### src/rtl/mux_arb_reg.sv
// Registered N-channel valid/ready mux with select or round-robin arbitration.
// Optional even parity output enabled by MUX_ARB_PARITY_EN.
module mux_arb_reg #(
  parameter int NCH  = 3,
  parameter int W    = 2,
  parameter int SELW = 2
) (
  input  logic              clk,
  input  logic              rst,
  input  logic              mode,
  input  logic [SELW-1:0]   sel,
  input  logic [NCH-1:0]    in_valid,
  input  logic [NCH*W-1:0]  in_data,
  output logic [NCH-1:0]    in_ready,
  output logic              out_valid,
  output logic [W-1:0]      out_data,
  output logic [SELW-1:0]   out_ch,
  input  logic              out_ready,
`ifdef MUX_ARB_PARITY_EN
  output logic              out_par,
`endif
  output logic              sel_err
);

  typedef enum logic {
    EMPTY = 1'b0,
    FULL  = 1'b1
  } state_t;

  state_t          state_q, state_d;
  logic [W-1:0]    data_q, data_d;
  logic [SELW-1:0] ch_q, ch_d;
  logic [SELW-1:0] rr_q, rr_d;
  logic            err_q, err_d;
  logic            load;
  logic            hit;
  logic [SELW-1:0] gnt;
  logic [W-1:0]    gnt_data;

`ifdef MUX_ARB_PARITY_EN
  logic par_q, par_d;
`endif

  // Pick the candidate channel: explicit select or round-robin search
  always_comb begin
    int idx;
    idx = 0;
    hit = 1'b0;
    gnt = '0;
    if (!mode) begin
      if (int'(sel) < NCH) begin
        if (in_valid[sel]) begin
          hit = 1'b1;
          gnt = sel;
        end
      end
    end else begin
      // Descending walk: the last hit is the first in search order
      for (int k = NCH; k >= 1; k--) begin
        idx = (int'(rr_q) + k) % NCH;
        if (in_valid[idx]) begin
          hit = 1'b1;
          gnt = SELW'(idx);
        end
      end
    end
    gnt_data = in_data[int'(gnt)*W +: W];
  end

  // Next-state, accept strobes and output register updates
  always_comb begin
    state_d  = state_q;
    data_d   = data_q;
    ch_d     = ch_q;
    rr_d     = rr_q;
    err_d    = 1'b0;
    in_ready = '0;
`ifdef MUX_ARB_PARITY_EN
    par_d    = par_q;
`endif
    load = (state_q == EMPTY) || out_ready;
    if (load) begin
      err_d = !mode && (int'(sel) >= NCH);
      if (hit) begin
        in_ready[gnt] = !rst;
        data_d  = gnt_data;
        ch_d    = gnt;
        state_d = FULL;
        if (mode) begin
          rr_d = gnt;
        end
`ifdef MUX_ARB_PARITY_EN
        par_d = ^{gnt, gnt_data};
`endif
      end else begin
        state_d = EMPTY;
        data_d  = '0;
`ifdef MUX_ARB_PARITY_EN
        par_d   = 1'b0;
`endif
      end
    end
  end

  // State and output registers with synchronous reset
  always_ff @(posedge clk) begin
    if (rst) begin
      state_q <= EMPTY;
      data_q  <= '0;
      ch_q    <= '0;
      rr_q    <= SELW'(NCH - 1);
      err_q   <= 1'b0;
`ifdef MUX_ARB_PARITY_EN
      par_q   <= 1'b0;
`endif
    end else begin
      state_q <= state_d;
      data_q  <= data_d;
      ch_q    <= ch_d;
      rr_q    <= rr_d;
      err_q   <= err_d;
`ifdef MUX_ARB_PARITY_EN
      par_q   <= par_d;
`endif
    end
  end

  assign out_valid = (state_q == FULL);
  assign out_data  = data_q;
  assign out_ch    = ch_q;
  assign sel_err   = err_q;
`ifdef MUX_ARB_PARITY_EN
  assign out_par   = par_q;
`endif

endmodule

### config.mk
export PLATFORM = sky130hd
export DESIGN_NAME = mux_arb_reg
export DESIGN_NICKNAME = d
export VERILOG_FILES = /design/src/rtl/mux_arb_reg.sv
export SDC_FILE = /design/constraint.sdc
export NUM_CORES = 1
export LEC_CHECK = 0
export CAP_MARGIN = 20
export CELL_PAD_IN_SITES_DETAIL_PLACEMENT = 0
export CELL_PAD_IN_SITES_GLOBAL_PLACEMENT = 1
export CORE_MARGIN = 3
export CORE_UTILIZATION = 32
export DETAILED_ROUTE_END_ITERATION = 12
export HOLD_SLACK_MARGIN = 0.12
export MAX_ROUTING_LAYER = met4
export PLACE_DENSITY = 0.81
export SYNTH_ARGS = -nofsm -noshare
export SYNTH_HDL_FRONTEND = slang
export SYNTH_SLANG_ARGS = --single-unit
export TNS_END_PERCENT = 100
### constraint.sdc
create_clock -name clk -period 3.9 [get_ports clk]
set_input_delay 1.17 -clock clk [delete_from_list [all_inputs] [get_ports clk]]
set_output_delay 1.17 -clock clk [all_outputs]
set_load 0.02 [all_outputs]
# After elaboration in Yosys (flattened, before gate mapping)
# Cells that the tools add are included.
totals:
  wordCells: 60
  input_bits: 15
  output_inout_bits: 9
  ff_bits: 8
classes:
  shift: 1
  order_cmp: 8
  bitwise: 3
  n_div: 3
  add_sub_neg: 3
  reduce_logical: 8
  n_mux: 29
ops:
  columns: ["cell", "count"]
  rows:
  - ["less-than comparator 32 x 4 -> 1 bit, second input constant", 3]
  - ["modulo 32 x 3 -> 32 bit, second input constant", 3]
  - ["2-to-1 mux 1 bit", 15]
  - ["2-to-1 mux 2 bit", 7]
  - ["binary-select mux 1 bit (select 2 bit)", 4]
  - ["adder 2 x 2 -> 3 bit, second input constant", 2]
  - ["less-than comparator 2 x 3 -> 1 bit, second input constant", 2]
  - ["2-to-1 mux 3 bit", 2]
  - ["variable part select 6 x 4 -> 2 bit", 1]
  - ["adder 2 x 1 -> 3 bit, second input constant", 1]
  - ["bitwise AND 3 bit", 1]
  - ["AND reduction 3 bit", 1]
  - ["demux 1 bit (select 2 bit)", 1]
  - ["greater-or-equal comparator 2 x 1 -> 1 bit, second input constant", 1]
  - ["greater-or-equal comparator 2 bit, second input constant", 1]
  - ["logical AND 1 bit", 2]
  - ["zero test 1 bit", 2]
  - ["less-than comparator 2 bit, second input constant", 1]
  - ["inverter 1 bit", 2]
  - ["AND reduction 2 bit", 1]
  - ["OR reduction 2 bit", 1]
  - ["logical OR 1 bit", 1]

# Logic depth before layout (Yosys ltp)
# Gate-level depths: netlist (run 1).
logic_depth:
  depth_word: 16
  ltp_mapped: 10
  mapped_depth_nobuf: 8

# Worst setup path after synthesis (run 1)
# Ideal clock, no wire load.
synth_path:
  path_type: "input to output"
  from: "input in_valid[1]"
  to: "output in_ready[0]"
  slack_ns: 0.083
  stages: 7
  arrival_ns: 2.647
  n_path_buf: 1
  t_required_ns: 2.730
  cell_sequence: "mux2i_1 -> o211ai_2 -> nor3_2 -> or3_1 -> buf_2 -> or3_4 -> nor2_1"
synth_via:
  elab_chain_cells: 14
  word_cells_on_any_way: 31
  cone_classes: "order compare: 2; mux: 27; bitwise: 1; reduce/logical: 1"
synth_lines:
  columns: ["element", "line", "source"]
  rows:
  - ["from (decl)", "12", "input logic [NCH-1:0] in_valid,"]
  - ["binary-select mux 1 bit (select 2 bit)", "61", "if (in_valid[idx]) begin"]
  - ["2-to-1 mux 1 bit (implied by the code) (2 in a row)", "61", null]
  - ["2-to-1 mux 2 bit (3 in a row)", "61", null]
  - ["2-to-1 mux 2 bit", "50", "if (!mode) begin"]
  - ["less-than comparator 2 x 3 -> 1 bit (implied by the code) or greater-or-equal comparator 2 x 1 -> 1 bit (tied branches)", "85", "in_ready[gnt] = !rst;"]
  - ["logical AND 1 bit (implied by the code)", "85", null]
  - ["2-to-1 mux 1 bit (implied by the code)", "85", null]
  - ["demux 1 bit (select 2 bit)", "85", null]
  - ["bitwise AND 3 bit (no line)", null, null]
  - ["2-to-1 mux 3 bit *", "84", "if (hit) begin"]
  - ["2-to-1 mux 3 bit *", "82", "if (load) begin"]
  - ["to (decl)", "14", "output logic [NCH-1:0] in_ready,"]
# Mark *: on every way between the ends. The rest lies on a longest branch, timed or not. The select of a mux whose other input is x is not followed.

# Worst setup path after layout (run 1)
layout_path:
  from: "input sel[1]"
  to: "output in_ready[1]"
layout_via:
  elab_chain_cells: 12
  word_cells_on_any_way: 17
  cone_classes: "order compare: 3; mux: 12; bitwise: 1; reduce/logical: 1"
layout_lines:
  columns: ["element", "line", "source"]
  rows:
  - ["from (decl)", "11", "input logic [SELW-1:0] sel,"]
  - ["binary-select mux 1 bit (select 2 bit)", "52", "if (in_valid[sel]) begin"]
  - ["2-to-1 mux 1 bit (implied by the code)", "52", null]
  - ["2-to-1 mux 2 bit", "52", null]
  - ["2-to-1 mux 2 bit", "51", "if (int'(sel) < NCH) begin"]
  - ["2-to-1 mux 2 bit", "50", null]
  - ["less-than comparator 2 x 3 -> 1 bit (implied by the code) or greater-or-equal comparator 2 x 1 -> 1 bit (tied branches)", "85", null]
  - ["logical AND 1 bit (implied by the code)", "85", null]
  - ["2-to-1 mux 1 bit (implied by the code)", "85", null]
  - ["demux 1 bit (select 2 bit)", "85", null]
  - ["bitwise AND 3 bit (no line)", null, null]
  - ["2-to-1 mux 3 bit *", "84", null]
  - ["2-to-1 mux 3 bit *", "82", null]
# Marked as above.

==> flow_summary.toml, run 1 <==
[status]
status = "complete, no violations"

[yosys]
synth_area_um2 = 767
yosys_register_bits = 8
synth_cell_types = 35
syn_nets = 113
synth.avg_cell_area_um2 = 8.16
yosysWarnings = 0
synth.yosys.seq_area_share = 0.209
synthesis.instances = 94

[global_routing]
overflow = 0
grt_use_total = 0.146
grt_max_degree = 10
grt_pass1_vias = 764
grt_pass1_wl_um = 3120
antenna_found_initial = 0

[worst_hold_path]
min_path_type = "flip-flop to flip-flop"

[routing]
num_vias = 802
vias_per_cell = 4.89
first_pass_iters = 4
routed_wl_um = 1940
drt_iter0_markers = 20
wl_per_cell_um = 11.8
drcViolationCount = 0
ant_nets = 0

[final_layout]
fill_cells = 207
antenna_cells = 0
layout_common_cells = "21 x buf_4, 14 x clkdlybuf4s50_1, 13 x nor2_1, 9 x mux2i_1, 8 x dfxtp_1"
regArea_um2 = 160
finalNetCount = 157
multi_input_area_um2 = 604
drive_above_1_share = 0.368
design_area_um2 = 1210
mostFrequentLayoutCell = "buf_4"
area_delta_synth_final_pct = 57.9

[setup_path]
cp.arrival_ns = 2.67
slowest_delay_ns = 0.39
slowest_stage = "or3_4"
cp_num_buf_inv = 2
critPathLaunchType = "input port"
path_class = "input port to output pin"
cp-end-kind = "output pin"
cpMostUsedCell = "or3_4"
path_cells = "dlygate4sd2_1 -> mux2i_1 -> nor2_1 -> or3_4 -> or3_4 -> nor2_4 -> buf_6"
critPathTopFamily = "simple AND/OR/NAND/NOR gates"
cp_max_fo = 3
required_ns = 2.73

[clock_network]
cts_max_path_buffers = 2
hold_buffers = 0
clkTransAtPathRegs_ns = 0.05
cts.sinks = 8
numCtsBuffers = 3
cts_root_buf = "clkbuf_4"
cts_tree = "done"
clk-insertion-delay-late_ns = 0.25
h-tree-depth = 1

[power_and_ir_drop]
power_mw = 0.321
clkPwrFrac = 0.192
switching_share = 0.338
switching_power_mw = 0.109
p_int_mw = 0.212
ir_drop_mv = 0.170
pwr-share-comb = 0.518
powerDensity_nw_per_um2 = 265
seq_power_share = 0.290
p_leak_nw = 0.543

[timing]
post-route-min-period_ns = 3.84
hold_viol_final = 0
fin_crit_sh = 0.985
fmax_ghz = 0.260
slew_violations = 0
setup_viol = 0
tns_ns = 0
rsz0062_at_grt = "false"
skew_ns = 0.00236
worst_pin_slew_ns = 0.432
slew_headroom = 0.709

[placement]
portBuffers = 23
dp_hpwl_um = 1570
placed_cell_area_um2 = 1140
place_congestion = 0.795

[floorplan]
die-height_um = 55.0
die_w_um = 55.0
die-area_um2 = 3020
rows = 17
start_util = 0.343
num_io_pins = 24
core-area_um2 = 2230

[job]
max_cap_viol_count = 0
## tightest hold or removal path: stages (launching register included)
cell and delay, ns:
dfxtp_1 0.32, mux2i_1 0.07, nor2_1 0.07
## final cells by class
class,count,share of cell area
Multi-Input combinational cell,75,0.499
Inverter,6,0.0186
Tap cell,28,0.0289
Sequential cell,8,0.132
Timing Repair Buffer,44,0.303
Clock buffer,3,0.0186
## sequential cells by signal, summed over array words and instances (netlist names)
register	cells
sel_err	1
rr_q	2
out_data	2
out_valid	1
out_ch	2
## path summary, 6_finish.rpt
path,from,endpoint,slack (ns),depth (start not counted)
max,sel[1],in_ready[1],0.06,7
max reg2reg,rr_q[0],out_data[1],1.31,9
min reg2reg,out_ch[0],out_ch[0],0.50,2
min,out_ch[0],out_ch[0],0.50,2
## power groups by stage
| stage | clock, mW | combinational [mW] | sequential, mW |
|---|---|---|---|
| 2_1_floorplan | 0 | 0.0833 | 0.100 |
| 3_5_place_dp | 0 | 0.150 | 0.0949 |
| 5_1_grt | 0.0723 | 0.181 | 0.0942 |
| 6_report | 0.0616 | 0.166 | 0.0932 |
| 4_1_cts | 0.0636 | 0.160 | 0.0934 |
| 3_3_place_gp | 0 | 0.149 | 0.0943 |
## cells by family after synthesis
group | after synthesis | share of synthesized area
buf+inv | 11 | 0.0701
fa+ha+maj | 4 | 0.0653
flops | 8 | 0.209
mux | 14 | 0.189
simple gates | 40 | 0.297
compound gates | 17 | 0.170
## synth_stat cells
master | number | area [um^2]
a21oi_1 | 1 | 5.00
o2bb2ai_1 | 1 | 8.76
and4b_1 | 1 | 10.0
nand2b_1 | 6 | 37.5
o211ai_2 | 1 | 12.5
ha_1 | 4 | 50.1
buf_2 | 1 | 5.00
o21ai_0 | 5 | 25.0
mux2i_1 | 12 | 120
mux2i_2 | 1 | 13.8
nand2_1 | 3 | 11.3
a221o_1 | 1 | 10.0
buf_4 | 1 | 7.51
nand4_1 | 1 | 6.26
or3_4 | 1 | 11.3
or3b_2 | 1 | 8.76
nand4bb_1 | 1 | 11.3
o21ai_2 | 2 | 17.5
o2bb2a_1 | 1 | 10.0
nor2_1 | 15 | 56.3
clkbuf_1 | 2 | 7.51
and2_1 | 1 | 6.26
mux2_2 | 1 | 11.3
nor3_1 | 1 | 5.00
o221ai_1 | 2 | 17.5
o211ai_1 | 1 | 7.51
o31ai_1 | 1 | 7.51
o31a_1 | 1 | 8.76
buf_6 | 1 | 11.3
inv_1 | 6 | 22.5
nor3_2 | 1 | 10.0
nor2b_1 | 4 | 25.0
dfxtp_1 | 8 | 160
or3_1 | 1 | 6.26
nand3b_1 | 3 | 22.5
## through the flow
step           worst slack (ns)  utilization  hold WS, ns  instances
3_5_place_dp             -0.903        0.509        0.494        158
6_report                 0.0586        0.542        0.501        164
3_3_place_gp             -0.871        0.509        0.487        158
5_1_grt                 0.00181        0.542        0.566        164
2_1_floorplan            0.0827            -        0.499         94
4_1_cts                 0.00330        0.536        0.511        164
## layer usage
layer  up-vias  wire length, um  GRT usage
met1       370              884      0.178
met2        15              980      0.246
met3         0               76     0.0483
met4         0                0     0.0121
li1        417                -          -
met5         -                0          -
## timing repair
item	in CTS	in global routing
buffers inserted	3	0
resized for setup	42	11
setup endpoints to repair	3	3
pin swaps	7	3
(Power assumes the default switching activity.)
==> run 2: changes to the inputs <==
CORE_UTILIZATION = 35   (was 32)
PLACE_DENSITY = 0.87   (was 0.81)
clock period = 4.9 ns   (was 3.9 ns; I/O delays follow)
==> flow_summary.toml, run 2 (synthesis gave the netlist of run 1 again) <==
[job]
max_cap_viol_count = 0

[routing]
routed_wl_um = 1820
num_vias = 774
vias_per_cell = 4.90
ant_nets = 0
drcViolationCount = 0
drt_iter0_markers = 16
wl_per_cell_um = 11.5
first_pass_iters = 4

[worst_hold_path]
min_path_type = "flip-flop to flip-flop"
hold_end = "out_ch[1]"
min_path_cells = 2
hold_start = "out_ch[1]"

[power_and_ir_drop]
ir_drop_mv = 0.136
powerDensity_nw_per_um2 = 209
power_mw = 0.241
p_leak_nw = 0.525

[placement]
portBuffers = 23
dp_hpwl_um = 1500
placed_cell_area_um2 = 1110
dp.cells = 154
dpl_worst_slack_ns = -0.462
place_congestion = 0.805

[clock_network]
cts_max_path_buffers = 2
numCtsBuffers = 3
hold_buffers = 0
cts_tree = "done"
cts_root_buf = "clkbuf_4"
cts.sinks = 8
clk-insertion-delay-late_ns = 0.25
clkTransAtPathRegs_ns = 0.05
h-tree-depth = 1

[timing]
fin_crit_sh = 0.971
slew_violations = 0
post-route-min-period_ns = 4.76
slew_headroom = 0.731
tns_ns = 0
skew_ns = 0.00369
rsz0062_at_grt = "false"
worst_pin_slew_ns = 0.401
setup_viol = 0
setup_slack_ns = 0.142
hold_viol_final = 0
fmax_ghz = 0.210

[setup_path]
path_class = "input port to output pin"
required_ns = 3.43
cp_max_fo = 4
r2r_slack_ns = 2.34
cp.arrival_ns = 3.29
critPathLaunchType = "input port"
slowest_delay_ns = 0.51
path_cells = "clkdlybuf4s50_1 -> buf_4 -> or3b_2 -> o211ai_1 -> nand2b_1 -> nor2_1 -> clkdlybuf4s15_2"
critical_path.startpoint = "sel[1]"
r2r_cells = 9
rr_endpoint = "out_data[1]"
cp-end-kind = "output pin"
slowest_stage = "clkdlybuf4s50_1"
worstReg2RegStart = "rr_q[0]"

[status]
status = "complete, no violations"

[floorplan]
die-height_um = 52.8
start_util = 0.379
die_w_um = 52.8
rows = 16
core-area_um2 = 2020
num_io_pins = 24
die-area_um2 = 2790

[final_layout]
drive_above_1_share = 0.244
finalNonFillerCells = 158
antenna_cells = 0
finalNetCount = 152
area_delta_synth_final_pct = 50.2
layout_common_cells = "18 x buf_4, 16 x clkdlybuf4s50_1, 15 x nor2_1, 11 x mux2i_1, 8 x dfxtp_1"
design_area_um2 = 1150
mostFrequentLayoutCell = "buf_4"

[global_routing]
grt_pass1_vias = 723
grt_max_degree = 11
antenna_found_initial = 0
grt_use_total = 0.151
grt_pass1_wl_um = 3010
overflow = 0
## run 2: changes by cell type in the layout (fill, tap and decap cells not counted), sizes merged
cell / before / now
clkdlybuf4s50: 14 / 16
clkbuf: 7 / 3
dlygate4sd2: 1 / 2
dlymetal6s2s: 0 / 2
buf: 25 / 18
clkdlybuf4s15: 0 / 1
## run 2: worst max-delay path by stage
stage | end | depth (start not counted) | slack, ns
after floorplan | in_ready[0] | 7 | 0.48
after global placement | in_ready[0] | 8 | -0.45
after detailed placement | in_ready[0] | 8 | -0.46
after CTS | in_ready[0] | 8 | 0.002
after global routing | in_ready[2] | 7 | 0.02
final | in_ready[2] | 7 | 0.14
## run 2: stage by stage
step,utilization,hold slack (ns)
after floorplan,-,0.499
after global placement,0.550,0.487
after detailed placement,0.550,0.497
after CTS,0.561,0.509
after global routing,0.570,0.550
final,0.570,0.504
## run 2: what timing repair did
| action | CTS | global route |
|---|---|---|
| cloned | 0 | 0 |
| pin swaps | 1 | 1 |
| endpoints found under the setup margin | 3 | 3 |
| gates resized for setup | 14 | 5 |
| buffers inserted | 1 | 0 |
## run 2: critical path: cells and delay by family
kind | cells | cell delay (ns)
AO/OA/AOI/OAI | 1 | 0.20
buffers and inverters | 3 | 0.92
AND/OR/NAND/NOR | 3 | 0.70
## run 2: per-layer routing
metal,vias up,share of wire,global-route usage
met1,350,0.47,0.181
met4,0,0.0061,0.0511
met5,-,0,-
li1,406,-,-
met2,13,0.48,0.236
met3,5,0.037,0.0513
## run 2: layout make-up
| cell class | count | area (um^2) |
|---|---|---|
| Clock buffer | 3 | 22.5 |
| Fill cell | 191 | 870 |
| Inverter | 6 | 22.5 |
| Multi-Input combinational cell | 75 | 564 |
| Sequential cell | 8 | 160 |
| Tap cell | 27 | 33.8 |
| Timing Repair Buffer | 39 | 349 |
## run 2: where the power goes
| part | internal, mW | switching [mW] |
|---|---|---|
| logic | 0.0621 | 0.0555 |
| clock network | 0.0279 | 0.0212 |
| registers | 0.0708 | 0.00356 |
